<file path="src/rtl/dcache_pkg.sv">
`default_nettype none
// ============================================================================
//  Module   : dcache_pkg
//  Purpose  : Shared state encoding and index-width helper for the data
//             cache controller and its counters.
//  Revision : 1.0 - initial release
// ============================================================================
package dcache_pkg;

   // Controller states, 3-bit encoding
   typedef enum logic [2:0] {
      ST_IDLE        = 3'd0,
      ST_COMPARE_TAG = 3'd1,
      ST_WRITE_BACK  = 3'd2,
      ST_ALLOCATE    = 3'd3,
      ST_FLUSH_CHECK = 3'd4,
      ST_FLUSH_WB    = 3'd5,
      ST_ERROR       = 3'd6
   } t_dc_state;

   // Index width for a power-of-two count; never below one bit
   function automatic int unsigned idx_width(input int unsigned n);
      return (n > 1) ? $clog2(n) : 1;
   endfunction

endpackage : dcache_pkg
`default_nettype wire

</file>
<file path="src/rtl/dcache_wrap_counter.sv">
`default_nettype none
// ============================================================================
//  Module   : dcache_wrap_counter
//  Purpose  : Up-counter with synchronous clear that wraps to zero after a
//             programmable maximum. o_wrap flags the enabled cycle at max.
//  Revision : 1.0 - initial release
// ============================================================================
module dcache_wrap_counter #(
   parameter int unsigned WIDTH = 4
) (
   input  logic             clk,
   input  logic             arst,
   input  logic             i_en,
   input  logic             i_clr,
   input  logic [WIDTH-1:0] i_max,
   output logic [WIDTH-1:0] o_count,
   output logic             o_wrap
);

   logic [WIDTH-1:0] r_count;

   assign o_wrap  = i_en && (r_count == i_max);
   assign o_count = r_count;

   // Count on enable, return to zero after max; clear has priority
   always_ff @(posedge clk or posedge arst) begin
      if (arst)
         r_count <= '0;
      else if (i_clr)
         r_count <= '0;
      else if (i_en)
         r_count <= o_wrap ? '0 : r_count + 1'b1;
   end

endmodule : dcache_wrap_counter
`default_nettype wire

</file>
<file path="src/rtl/data_cache_ctrl.sv">
`default_nettype none
// ============================================================================
//  Module   : data_cache_ctrl
//  Purpose  : N-way write-back data cache controller. Sequences tag compare,
//             victim write-back, burst refill, full-cache flush walk and
//             bus-error capture; drives the core stall.
//  Revision : 1.0 - initial release
// ============================================================================
module data_cache_ctrl
   import dcache_pkg::*;
#(
   parameter int unsigned N_WAYS      = 4,
   parameter int unsigned N_SETS      = 16,
   parameter int unsigned BLOCK_WORDS = 16
) (
   input  logic                             clk,
   input  logic                             arst,
   input  logic                             i_start_check,
   input  logic                             i_flush,
   input  logic                             i_hit,
   input  logic                             i_dirty,
   input  logic                             i_r_valid,
   input  logic                             i_r_last,
   input  logic                             i_r_err,
   input  logic                             i_w_ready,
   input  logic                             i_b_valid,
   input  logic                             i_b_err,
   input  logic                             i_err_clear,
   output logic                             o_stall,
   output logic                             o_word_write_en,
   output logic [idx_width(BLOCK_WORDS)-1:0] o_beat,
   output logic                             o_w_last,
   output logic                             o_valid_update,
   output logic                             o_dirty_clear,
   output logic                             o_lru_update,
   output logic                             o_start_read,
   output logic                             o_start_write,
   output logic                             o_addr_control,
   output logic [idx_width(N_SETS)-1:0]      o_flush_set,
   output logic [idx_width(N_WAYS)-1:0]      o_flush_way,
   output logic                             o_flush_done,
   output logic                             o_bus_error
);

   localparam int unsigned c_beat_w = idx_width(BLOCK_WORDS);
   localparam int unsigned c_set_w  = idx_width(N_SETS);
   localparam int unsigned c_way_w  = idx_width(N_WAYS);

   localparam logic [c_beat_w-1:0] c_beat_max = c_beat_w'(BLOCK_WORDS - 1);
   localparam logic [c_set_w-1:0]  c_set_max  = c_set_w'(N_SETS - 1);
   localparam logic [c_way_w-1:0]  c_way_max  = c_way_w'(N_WAYS - 1);

   t_dc_state           r_state;
   logic                r_flush_done;

   logic [c_beat_w-1:0] w_beat;
   logic                w_beat_wrap;
   logic                w_beat_en;
   logic                w_beat_clr;
   logic [c_set_w-1:0]  w_set;
   logic                w_set_wrap;
   logic [c_way_w-1:0]  w_way;
   logic                w_way_wrap;

   logic                w_wb_state;
   logic                w_alloc;
   logic                w_wb_resp_ok;
   logic                w_wb_resp_err;
   logic                w_r_err;
   logic                w_refill_done;
   logic                w_to_error;
   logic                w_flush_step;

   // Shared event decode used by both the counters and the state register
   always_comb begin
      w_wb_state    = (r_state == ST_WRITE_BACK) || (r_state == ST_FLUSH_WB);
      w_alloc       = (r_state == ST_ALLOCATE);
      w_beat_en     = (w_wb_state && i_w_ready) || (w_alloc && i_r_valid);
      w_wb_resp_ok  = w_wb_state && i_b_valid && !i_b_err;
      w_wb_resp_err = w_wb_state && i_b_valid && i_b_err;
      // A last beat anywhere but the final word is treated as a protocol error
      w_r_err       = w_alloc && i_r_valid && (i_r_err || (i_r_last && !w_beat_wrap));
      w_refill_done = w_alloc && i_r_valid && i_r_last && w_beat_wrap && !i_r_err;
      w_to_error    = w_r_err || w_wb_resp_err;
      // Beat from a write-back is counted first; the response then zeroes it
      w_beat_clr    = w_to_error || w_wb_resp_ok;
      w_flush_step  = ((r_state == ST_FLUSH_CHECK) && !i_dirty) ||
                      ((r_state == ST_FLUSH_WB) && w_wb_resp_ok);
   end

   dcache_wrap_counter #(.WIDTH(c_beat_w)) u_beat_cnt (
      .clk     (clk),
      .arst    (arst),
      .i_en    (w_beat_en),
      .i_clr   (w_beat_clr),
      .i_max   (c_beat_max),
      .o_count (w_beat),
      .o_wrap  (w_beat_wrap)
   );

   // Flush walk: way is the inner index, set the outer
   dcache_wrap_counter #(.WIDTH(c_way_w)) u_way_cnt (
      .clk     (clk),
      .arst    (arst),
      .i_en    (w_flush_step),
      .i_clr   (w_to_error),
      .i_max   (c_way_max),
      .o_count (w_way),
      .o_wrap  (w_way_wrap)
   );

   dcache_wrap_counter #(.WIDTH(c_set_w)) u_set_cnt (
      .clk     (clk),
      .arst    (arst),
      .i_en    (w_flush_step && w_way_wrap),
      .i_clr   (w_to_error),
      .i_max   (c_set_max),
      .o_count (w_set),
      .o_wrap  (w_set_wrap)
   );

   // Controller state register and flush-complete pulse
   always_ff @(posedge clk or posedge arst) begin
      if (arst) begin
         r_state      <= ST_IDLE;
         r_flush_done <= 1'b0;
      end else begin
         // w_set_wrap only fires on the step past the last line of the walk
         r_flush_done <= w_set_wrap;
         case (r_state)
            ST_IDLE: begin
               if (i_flush)
                  r_state <= ST_FLUSH_CHECK;
               else if (i_start_check)
                  r_state <= ST_COMPARE_TAG;
            end
            ST_COMPARE_TAG: begin
               if (i_hit)
                  r_state <= ST_IDLE;
               else if (i_dirty)
                  r_state <= ST_WRITE_BACK;
               else
                  r_state <= ST_ALLOCATE;
            end
            ST_WRITE_BACK: begin
               if (w_wb_resp_err)
                  r_state <= ST_ERROR;
               else if (w_wb_resp_ok)
                  r_state <= ST_ALLOCATE;
            end
            ST_ALLOCATE: begin
               if (w_r_err)
                  r_state <= ST_ERROR;
               else if (w_refill_done)
                  r_state <= ST_COMPARE_TAG;
            end
            ST_FLUSH_CHECK: begin
               if (i_dirty)
                  r_state <= ST_FLUSH_WB;
               else if (w_set_wrap)
                  r_state <= ST_IDLE;
            end
            ST_FLUSH_WB: begin
               if (w_wb_resp_err)
                  r_state <= ST_ERROR;
               else if (w_wb_resp_ok)
                  r_state <= w_set_wrap ? ST_IDLE : ST_FLUSH_CHECK;
            end
            ST_ERROR: begin
               if (i_err_clear)
                  r_state <= ST_IDLE;
            end
            default: r_state <= ST_IDLE;
         endcase
      end
   end

   // Output decode from registered state, counters and live inputs
   always_comb begin
      o_stall         = !((r_state == ST_COMPARE_TAG) && i_hit);
      o_lru_update    = (r_state == ST_COMPARE_TAG) && i_hit;
      o_word_write_en = w_alloc && i_r_valid;
      o_start_read    = w_alloc;
      o_start_write   = w_wb_state;
      o_w_last        = w_wb_state && (w_beat == c_beat_max);
      o_dirty_clear   = w_wb_resp_ok;
      o_valid_update  = w_refill_done;
      o_addr_control  = !((r_state == ST_FLUSH_CHECK) || w_wb_state ||
                          ((r_state == ST_COMPARE_TAG) && !i_hit && i_dirty));
      o_bus_error     = (r_state == ST_ERROR);
      o_flush_done    = r_flush_done;
      o_beat          = w_beat;
      o_flush_set     = w_set;
      o_flush_way     = w_way;
   end

endmodule : data_cache_ctrl
`default_nettype wire

</file>
<file path="config.mk">
export PLATFORM = sky130hd
export DESIGN_NAME = data_cache_ctrl
export DESIGN_NICKNAME = d
export VERILOG_FILES = /design/src/rtl/dcache_pkg.sv /design/src/rtl/dcache_wrap_counter.sv /design/src/rtl/data_cache_ctrl.sv
export SDC_FILE = /design/constraint.sdc
export NUM_CORES = 1
export LEC_CHECK = 0
export BUFFER_PORTS_ARGS = -buffer_cell sky130_fd_sc_hd__buf_2
export CORE_MARGIN = 2
export CORE_UTILIZATION = 33
export CTS_CLUSTER_SIZE = 24
export DETAILED_ROUTE_END_ITERATION = 16
export PLACE_DENSITY = 0.61
export SYNTH_ARGS = -nofsm -noshare
export SYNTH_HDL_FRONTEND = slang
export SYNTH_SLANG_ARGS = --single-unit
</file>
<file path="constraint.sdc">
create_clock -name clk -period 3.55 [get_ports clk]
set_input_delay 0.1775 -clock clk [delete_from_list [all_inputs] [get_ports clk]]
set_output_delay 0.1775 -clock clk [all_outputs]
set_load 0.02 [all_outputs]
</file>
* Word-level counts from Yosys, hierarchy flattened
Cells that the tools add are included.
Word-level totals: bits in registers 14, input port bits 13, output and inout port bits 21, logic and storage cells 87
Cells by class: add/subtract/negate cells 3, eq/ne operators 15, mux-type cells 24, reductions and logical operators 40
Operators with widths (count):
- $mux 3 | 12
- $mux 4 | 6
- $pmux 3 s7 | 1
- $logic_and 1x1->1 | 20
- $eq 3x3->1 const B | 3
- $ne 3x3->1 const B | 3
- $add 4x1->4 const B | 2
- $eq 4x4->1 const B | 2
- $logic_or 1x1->1 | 8
- $mux 2 | 4
- $logic_not 1->1 | 7
- $eq 3x2->1 const B | 2
- $ne 3x2->1 const B | 2
- $reduce_and 6->1 | 1
- $reduce_bool 2->1 | 3
- $eq 3x1->1 const B | 1
- $logic_not 3->1 | 1
- $add 2x1->2 const B | 1
- $eq 2x2->1 const B | 1
- $ne 2x2->1 const B | 1
- $mux 1 | 1

* Depth between registers and ports, before layout
word-level depth 13, mapped depth 9, depth with buffers taken out 8

* Modules after synthesis
Synthesis repeated with hierarchy kept, for this count alone.
Unflattened totals: cells, all modules 153, area total of the unflattened synthesis 1168.6 µm²
By module, submodules not included:
- data_cache_ctrl | instances 1, cells each 80, area an instance 516.7 µm², sequential area each 100.1 µm²
- dcache_wrap_counter (u_beat_cnt ...) | instances 2, cells each 28, area an instance 254.0 µm², sequential area each 100.1 µm²
- dcache_wrap_counter (u_way_cnt) | instances 1, cells each 17, area an instance 143.9 µm², sequential area each 50.0 µm²

* Least setup slack after synthesis
Ideal clock, no wire load.
path kind register to register, from register u_way_cnt.r_count[0] (netlist: u_way_cnt.o_count[0]), to register r_state[2], library setup time 0.104 ns, data arrival time 1.657 ns, slack 1.789 ns, stages on the path, launching flop included 7, buffers on the path 0, period minus slack after synthesis 1.761 ns, cells stage by stage dfrtp_1 -> ha_1 -> nand4_1 -> a32o_1 -> a211oi_2 -> nor2_1 -> a221oi_1
On the way: word-level cells in the longest chain between the ends 8
Ends and longest elaborated chain:
- start: declaration | line dcache_wrap_counter.sv:20 | logic [WIDTH-1:0] r_count;
- start signal: assignment | line dcache_wrap_counter.sv:32 | r_count <= o_wrap ? '0 : r_count + 1'b1;
- $eq 2x2->1 * | line dcache_wrap_counter.sv:22 | assign o_wrap = i_en && (r_count == i_max);
- $logic_and 1x1->1 * | line dcache_wrap_counter.sv:22
- $logic_and 1x1->1 * | line data_cache_ctrl.sv:115 | .i_en (w_flush_step && w_way_wrap),
- $logic_and 1x1->1 * | line dcache_wrap_counter.sv:22
- $mux 3 | line data_cache_ctrl.sv:167 | r_state <= w_set_wrap ? ST_IDLE : ST_FLUSH_CHECK;
- $mux 3 | line data_cache_ctrl.sv:166 | else if (w_wb_resp_ok)
- $mux 3 | line data_cache_ctrl.sv:164 | if (w_wb_resp_err)
- $pmux 3 s7 | line data_cache_ctrl.sv:130 | case (r_state)
- end signal: assignment | line data_cache_ctrl.sv:167
- end: declaration | line data_cache_ctrl.sv:53 | t_dc_state r_state;
Mark *: on every way between the ends. The rest lies on a longest branch, timed or not. The select of a mux whose other input is x is not followed. A chain may end at the register's enable or synchronous reset.

* Final worst setup path
from register r_state[2], to output o_start_write
On the way: word-level cells in the longest chain between the ends 2
Ends and longest elaborated chain:
- $eq 3x2->1 or $eq 3x3->1 (tied branches) | line data_cache_ctrl.sv:76 | w_wb_state = (r_state == ST_WRITE_BACK) || (r_state == ST_FLUSH_WB);
- $logic_or 1x1->1 * | line data_cache_ctrl.sv:76
- end: declaration | line data_cache_ctrl.sv:37 | output logic o_start_write,
Mark *: on every way between the ends. The rest lies on a longest branch, timed or not.

==> flow_metrics.env <==
export IMPL_outcome="complete, no violations"
export IMPL_hpwl_um=2100
export IMPL_grt_busiest_layer="met2"
export IMPL_grt_met3_usage_pct=4.20
export IMPL_netlist_area_um2=1090
export IMPL_required_ns=3.37
export IMPL_place_area_um2=1280
export IMPL_worstMarginPinSlew_ns=0.578
export IMPL_end_kind="output port"
export IMPL_whs_endpoint="r_state[0]$_DFFE_PP0P_"
export IMPL_n_antenna_cell=0
export IMPL_critical_path_class="register to output port"
export IMPL_timing_fmax_mhz=483
export IMPL_synthesis_nets=141
export IMPL_drive_gt1_share_pct=30.8
export IMPL_slowest_stage="dfrtp_1"
export IMPL_avgSynthCellArea_um2=8.70
export IMPL_setup_viol=0
export IMPL_initial_core_util_pct=35.0
export IMPL_rr_worst_depth=8
export IMPL_grtUsageMet1_pct=22.2
export IMPL_ys_ff_latch=14
export IMPL_gp_congestion=0.936
export IMPL_rsz0062_at_grt="no"
export IMPL_drc=0
export IMPL_synth_edf_count=0
export IMPL_seq_area_frac_synth_pct=32.2
export IMPL_rr_endpoint="r_state[2]$_DFFE_PP0P_"
export IMPL_maxSlewViolCount=0
export IMPL_clockBufferDepth=2
export IMPL_hold_viol_final=0
export IMPL_nNetsFinal=176
export IMPL_fin_cells=203
export IMPL_synth_mux_area_share_pct=3.68
export IMPL_crit_buf_inv=2
export IMPL_fin_setup_tns_ns=0
export IMPL_ys_warn_count=0
export IMPL_grt_util_met2_pct=26.3
export IMPL_post_route_min_period_ns=2.07
export IMPL_antenna_left=0
export IMPL_preCtsSetupSlack_ns=1.59
export IMPL_drv_cap=0
export IMPL_die_y_um=61.4
export IMPL_r2r_slack_ns=1.57
export IMPL_p_per_area_nw_per_um2=676
export IMPL_grt_pass1_wl_um=4610
export IMPL_rows=20
export IMPL_cts_root_buf="clkbuf_4"
export IMPL_synth_compound_area_share_pct=27.8
export IMPL_total_power_mw=0.896
export IMPL_slew_headroom_pct=61.4
export IMPL_synthAdderAreaFrac_pct=3.45
export IMPL_antenna_found_initial=0
export IMPL_stdcell_area_um2=1330
export IMPL_min_from="i_r_last"
export IMPL_wirelength_um=2740
export IMPL_coreArea_um2=3100
export IMPL_clock_sinks=14
export IMPL_async_reset_ff_share_pct=100
export IMPL_die_x_um=61.4
export IMPL_fin_skew_ns=0.00635
export IMPL_cts_tree="yes"
export IMPL_cts_buffers=3
export IMPL_synth_cell_types=48
export IMPL_vias=1059
export IMPL_arrival_ns=1.89
export IMPL_clk_pin_slew_ns=0.10
export IMPL_r2r_start="r_state[0]$_DFFE_PP0P_"
export IMPL_clk_latency_ns=0.29
export IMPL_grt_overflow=0
export IMPL_synth_cells=125
export IMPL_drt_iter0_drc=18
export IMPL_grt_max_degree=18
export IMPL_ys_dominant_reg_cell="dfrtp_1"
export IMPL_synth_top_family_by_area="compound AO/OA/AOI/OAI gates"
export IMPL_cp_top_family="flip-flops"
export IMPL_ir_worst_vdd_uv=240
export IMPL_timing_final_crit_share_pct=58.3
export IMPL_synthXorXnorAreaFrac_pct=0.806
export IMPL_final_util_pct=42.7
export IMPL_p_leak_nw=0.657
export IMPL_grt_pass1_vias=1017
export IMPL_ios=34
export IMPL_port_buffers=33
export IMPL_htreeDepth=1
export IMPL_hold_depth=3
export IMPL_place_inst=198
export IMPL_critical_path_max_stage_delay_ns=0.55
export IMPL_syn2layout_area_growth_pct=22.0
export IMPL_post_drt_wl_per_cell_um=13.5
export IMPL_dieArea_um2=3770
export IMPL_cp_start_kind="register"
export IMPL_avgViaCountPerCell=5.22
export IMPL_synthSimpleGateAreaFrac_pct=26.4
export IMPL_finalHoldWorstSlack_ns=0.259
export IMPL_path_cells="and2b_2 > a21oi_1 > inv_1 > buf_2"
export IMPL_worst_path_max_fanout=14
export IMPL_hp_class="input port to register"
export IMPL_drt_pass1_iter_count=4
export IMPL_grt_usage_pct=16.4
export IMPL_layout_setup_ws_ns=1.48
-- layer usage --
layer / vias to the layer above / share of wire, % / wire (um)
met4: 0 / 0.58 / 16
met2: 43 / 47 / 1280
met3: 2 / 7.6 / 209
li1: 525 / - / -
met1: 489 / 45 / 1230
met5: - / 0 / 0
-- timing repair --
item / CTS / global route
hold buffers: 1 / 0
setup buffers: 0 / 0
hold endpoints to repair: 14 / 0
gates resized for setup: 0 / 0
-- cell families after synthesis --
group           after synthesis
simple gates                 52
compound gates               38
flops                        14
buf+inv                      13
mux                           4
fa+ha+maj                     3
xor+xnor                      1
-- cell usage after synthesis (2+ instances only) --
cell	n	share of area, %
a21o_1	2	1.4
nand3b_1	2	1.4
ha_1	3	3.5
dfrtp_1	14	32
inv_1	8	2.8
o21ai_0	8	3.7
nand2_1	9	3.1
buf_4	3	2.1
and2b_1	3	2.1
nand3_1	4	1.8
mux2i_1	4	3.7
a32o_1	2	1.8
nor3_1	3	1.4
nand4_1	2	1.2
a21oi_1	11	5.1
nor2_1	15	5.2
-- sequential cells by signal, summed over array words and instances, names as in the netlist --
signal              flops
u_beat_cnt.o_count      4
o_flush_done            1
u_set_cnt.o_count       4
u_way_cnt.o_count       2
r_state                 3
-- tightest hold or removal path, stage by stage --
cell and delay, ns:
buf_2 0.13, o21ai_0 0.08, a221o_1 0.14
-- area by class of cell --
class | count | area (um^2)
Clock buffer | 4 | 36.3
Fill cell | 333 | 1780
Inverter | 9 | 33.8
Multi-Input combinational cell | 98 | 676
Sequential cell | 14 | 350
Tap cell | 44 | 55.1
Timing Repair Buffer | 34 | 175
-- power breakdown --
group	switching, mW	internal [mW]	total [mW]
Combinational	0.282	0.193	0.475
Sequential	0.0915	0.206	0.298
Clock	0.0607	0.0625	0.123
-- layout by cell type (no fill, tap or decap), types with 2 or more instances in the layout --
cell      netlist  layout
ha_1            3       3
dfrtp_1        14      14
inv_1           8       8
buf_2           1      33
o21ai_0         8       8
clkbuf_4        0       3
nand4_1         2       2
mux2i_1         4       4
and2b_1         3       3
nand2_1         9       9
a21o_1          2       2
nand3b_1        2       2
nand3_1         4       4
nor3_1          3       3
a32o_1          2       2
a21oi_1        11      11
nor2_1         15      15
-- how the worst max path moves through the flow --
stage	start	to	slack (ns)	cells past startpoint
global placement	r_state[0]$_DFFE_PP0P_	r_state[2]$_DFFE_PP0P_	1.62	5
finish	r_state[2]$_DFFE_PP0P_	o_start_write	1.48	4
CTS	r_state[0]$_DFFE_PP0P_	o_valid_update	1.45	5
global route	r_state[0]$_DFFE_PP0P_	o_valid_update	1.33	5
floorplan	u_way_cnt.o_count[0]$_DFFE_PP0P_	r_state[2]$_DFFE_PP0P_	1.79	6
detailed placement	r_state[0]$_DFFE_PP0P_	r_state[2]$_DFFE_PP0P_	1.59	5
Note: power is estimated with default switching activity, not from simulation.
